$ cat src/rtl/permutation_pipe.sv
// Generalised PRESENT pLayer (forward/inverse per beat) followed by STAGES register stages.
// Latency STAGES cycles, 1 beat/cycle; valid/ready backpressure ripples combinationally, so a full pipe refills without a bubble.
module permutation_pipe #(
    parameter int WIDTH  = 64,
    parameter int STAGES = 1
) (
    input  logic             clk_i,
    input  logic             rst_i,
    input  logic             valid_i,
    output logic             ready_o,
    input  logic             inv_i,
    input  logic [WIDTH-1:0] data_i,
    output logic             valid_o,
    input  logic             ready_i,
    output logic             inv_o,
    output logic [WIDTH-1:0] data_o
);

    localparam int S = WIDTH / 4;

    if ((WIDTH % 4) != 0 || WIDTH < 8) begin : g_bad_width
        $error("permutation_pipe: WIDTH must be a multiple of 4 and at least 8");
    end
    if (STAGES < 1 || STAGES > 4) begin : g_bad_stages
        $error("permutation_pipe: STAGES must be in 1..4");
    end

    logic [WIDTH-1:0] fwd_perm;
    logic [WIDTH-1:0] inv_perm;
    logic [WIDTH-1:0] perm;

    // Pure wiring: bit i goes to nibble-lane (i%4), position i/4, and back.
    for (genvar i = 0; i < WIDTH; i++) begin : g_perm
        assign fwd_perm[(i % 4) * S + i / 4] = data_i[i];
        assign inv_perm[(i % S) * 4 + i / S] = data_i[i];
    end

    assign perm = inv_i ? inv_perm : fwd_perm;

    logic [STAGES-1:0] v_q, v_d;
    logic [STAGES-1:0] m_q, m_d;
    logic [WIDTH-1:0]  d_q [STAGES];
    logic [WIDTH-1:0]  d_d [STAGES];
    logic [STAGES-1:0] load;
    logic [STAGES-1:0] src_v;
    logic [STAGES-1:0] src_m;
    logic [WIDTH-1:0]  src_d [STAGES];

    always_comb begin
        logic full_tail;
        full_tail = 1'b1;
        src_v[0] = valid_i;
        src_m[0] = inv_i;
        src_d[0] = perm;
        for (int k = 1; k < STAGES; k++) begin
            src_v[k] = v_q[k-1];
            src_m[k] = m_q[k-1];
            src_d[k] = d_q[k-1];
        end
        // A stage may load unless it and every stage after it are full and the sink stalls.
        for (int k = STAGES - 1; k >= 0; k--) begin
            full_tail = full_tail & v_q[k];
            load[k]   = ready_i | ~full_tail;
        end
        for (int k = 0; k < STAGES; k++) begin
            v_d[k] = v_q[k];
            m_d[k] = m_q[k];
            d_d[k] = d_q[k];
            if (load[k]) begin
                v_d[k] = src_v[k];
                if (src_v[k]) begin
                    m_d[k] = src_m[k];
                    d_d[k] = src_d[k];
                end
            end
        end
    end

    always_ff @(posedge clk_i or posedge rst_i) begin
        if (rst_i) begin
            v_q <= '0;
            m_q <= '0;
            for (int k = 0; k < STAGES; k++) begin
                d_q[k] <= '0;
            end
        end else begin
            v_q <= v_d;
            m_q <= m_d;
            for (int k = 0; k < STAGES; k++) begin
                d_q[k] <= d_d[k];
            end
        end
    end

    assign ready_o = load[0];
    assign valid_o = v_q[STAGES-1];
    assign data_o  = d_q[STAGES-1];
    assign inv_o   = m_q[STAGES-1];

endmodule

$ cat config.mk
export PLATFORM = sky130hd
export DESIGN_NAME = permutation_pipe
export DESIGN_NICKNAME = d
export VERILOG_FILES = /design/src/rtl/permutation_pipe.sv
export SDC_FILE = /design/constraint.sdc
export NUM_CORES = 1
export LEC_CHECK = 0
export ABC_AREA = 1
export BUFFER_PORTS_ARGS = -buffer_cell sky130_fd_sc_hd__buf_2
export CORE_MARGIN = 2
export CORE_UTILIZATION = 52
export DETAILED_ROUTE_END_ITERATION = 7
export PLACE_DENSITY = 0.86
export SLEW_MARGIN = 20
export SYNTH_ARGS = -nofsm -noshare
export SYNTH_HDL_FRONTEND = slang
export SYNTH_SLANG_ARGS = --single-unit
$ cat constraint.sdc
create_clock -name clk_i -period 5.3 [get_ports clk_i]
set_clock_uncertainty 0.15 [all_clocks]
set_input_delay 0.795 -clock clk_i [delete_from_list [all_inputs] [get_ports clk_i]]
set_output_delay 0.795 -clock clk_i [all_outputs]
set_load 0.05 [all_outputs]
==> results.ini <==
[clocking]
hold_buffers=0
cts_setup_buffers=0
postCtsResizedCells=0
cts_root_buf=clkbuf_8
clock-sinks=66
clkSlewWorstSetupHoldPaths_ns=0.07
clock_latency_ns=0.33
clockBufferDepth=2
numCtsBuffers=9
ctsHtreeMaxLevel=3
cts_tree=done

[run_status]
run_status=finished, final reports clean

[critical_path]
crit_end=ready_o
r2r_cells=4
reg2reg_to=data_o[44]
reg2reg_from=valid_o
startpoint=ready_i
rrSetupSlack_ns=3.72
cp.arrival_ns=1.37
cp_max_fo=8
critPathRequiredTime_ns=4.36
critPathLaunchType=input port
critPathKind=input port to output pin
end_kind=output pin

[die]
die-width_microns=83.5
dieArea_sq_mm=0.00698
die_h_microns=83.5
rows=28
start_util_pct=54.6
num_io_pins=136
fp.coreArea_sq_mm=0.00603

[global_routing]
grt_max_degree=67
grt_pass1_wl_mm=14.3
grt_antenna_before_repair=0
grt_pass1_vias=3097
grt_remaining_overflow=0
gr-usage-all-layers_pct=25.2

[timing]
finalHoldViolCount=0
fin_crit_sh_pct=43.7
tns_ns=0
grt_setup_unrepaired=false
drv_slew=0
layout_min_cycle_time_ns=2.32
finalSetupViolCount=0
clock.fmax_mhz=431
slew_headroom_pct=40.3
max_slew.worst_pin.slew_ns=0.894

[placement]
port_buffers=135
hpwl_mm=5.73
routabilityCongestion=0.873
dp.cells=662

[yosys]
synth_fp_nets=544
syn_area_sq_mm=0.00329
synthDistinctLibCells=11
synth-seq-cells=66
synth-seq-area-share_pct=50.2
yosysWarnings=0
syn_avg_cell_area_sq_um=6.93
postSynthCellCount=475

[detailed_routing]
drt-initial-drc-count=185
vias_per_cell=4.83
wl_per_cell_microns=12.4
ant_nets=0
num_vias=3272
drc=0
routed_wl_mm=8.42
dr.pass1.iters=5

[final_layout]
multiInputGateArea_sq_mm=0.00145
finalNetCount=667
fillers=556
seqCellArea_sq_mm=0.00165
layout-drive-gt1-share_pct=26.4
area_growth_pct=24.0
diodes=0
fin_util_pct=67.7
fin_cells=677

[power]
power_density_mw_per_mm2=369
leakagePower_nw=2.60
ir_drop_uv=225
swShare_pct=41.5
total_power_mw=1.51
combPwrFrac_pct=34.4
p_int_mw=0.882
p_switching_mw=0.626
clkPwrFrac_pct=24.8
pwr-share-seq_pct=40.8

[job]
maxCapViolCount=0

[min_path]
hp-class=flop to flop

==> sequential cells by signal, indices dropped and copies added (netlist names) <==
signal	flops
valid_o	1
data_o	64
inv_o	1
==> through the flow <==
stage / hold WS (ns) / setup slack, ns / area, sq um
2_1_floorplan: 0.600 / 2.70 / 3290
3_3_place_gp: 0.300 / 2.83 / 3910
3_5_place_dp: 0.304 / 2.78 / 3910
4_1_cts: 0.321 / 2.98 / 4080
5_1_grt: 0.356 / 2.90 / 4080
6_report: 0.320 / 2.98 / 4080
==> worst max-delay path, cell delays in order <==
cell,delay (ns)
buf_2,0.08
inv_2,0.04
nand2_2,0.15
buf_2,0.30
==> cell families (layout without fill, tap and decap cells) <==
| kind of cell | after synthesis | in the layout | share of synthesized area (%) |
|---|---|---|---|
| AOI/OAI and AO/OA | 1 | 1 | 0.495 |
| buffers and inverters | 30 | 157 | 5.90 |
| DFF | 66 | 66 | 50.2 |
| and+or+nand+nor | 378 | 378 | 43.4 |
==> Yosys cell counts <==
master / instances / share of area, %
buf_4: 5 / 1.1
nand2_1: 372 / 42
dfrtp_1: 66 / 50
nand3_1: 5 / 0.76
buf_6: 7 / 2.4
clkbuf_1: 6 / 0.68
nand2_2: 1 / 0.19
buf_2: 8 / 1.2
a21oi_4: 1 / 0.49
inv_2: 3 / 0.34
inv_1: 1 / 0.11
==> layout by cell type (no fill, tap or decap) <==
master	synthesis	layout
nand2_1	372	371
buf_2	8	135
dfrtp_1	66	66
clkbuf_8	0	11
nand3_1	5	5
inv_2	3	4
clkinv_2	0	3
buf_4	5	3
a21oi_4	1	1
nand2_2	1	1
nand2_4	0	1
clkbuf_1	6	1
==> worst min path at each step <==
stage / startpoint / endpoint / slack [ns] / cells past startpoint
after floorplan: data_o[0] / data_o[0] / 0.60 / 2
after global placement: data_o[42] / data_o[42] / 0.30 / 2
after detailed placement: data_o[0] / data_o[0] / 0.30 / 2
after CTS: data_o[0] / data_o[0] / 0.32 / 2
after global routing: data_o[63] / data_o[63] / 0.36 / 2
final: data_o[0] / data_o[0] / 0.32 / 2
==> power by group through the flow <==
stage          logic (mW)  clock network [mW]  registers (mW)
2_1_floorplan       0.139                   0           0.871
3_3_place_gp        0.515                   0           0.621
3_5_place_dp        0.522                   0           0.622
4_1_cts             0.523               0.382           0.615
5_1_grt             0.558               0.406           0.624
6_report            0.519               0.374           0.615
==> per-layer routing <==
metal / wire (microns) / part of all wire [%] / vias up / GRT usage [%]
li1: - / - / 1660 / -
met1: 3730 / 44 / 1467 / 34.6
met2: 3900 / 46 / 122 / 38.6
met3: 536 / 6.4 / 23 / 4.95
met4: 253 / 3.0 / 0 / 12.0
met5: 0 / 0 / - / 0
==> final cells by class <==
type	instances	share of cell area, %
clock inverters	3	0.368
well taps	75	2.30
flip-flops and latches	66	40.5
multi-input cells	379	35.6
repair buffers	138	17.1
clock buffers	12	3.80
inverters	4	0.368
Note: power is estimated with default switching activity, not from simulation.
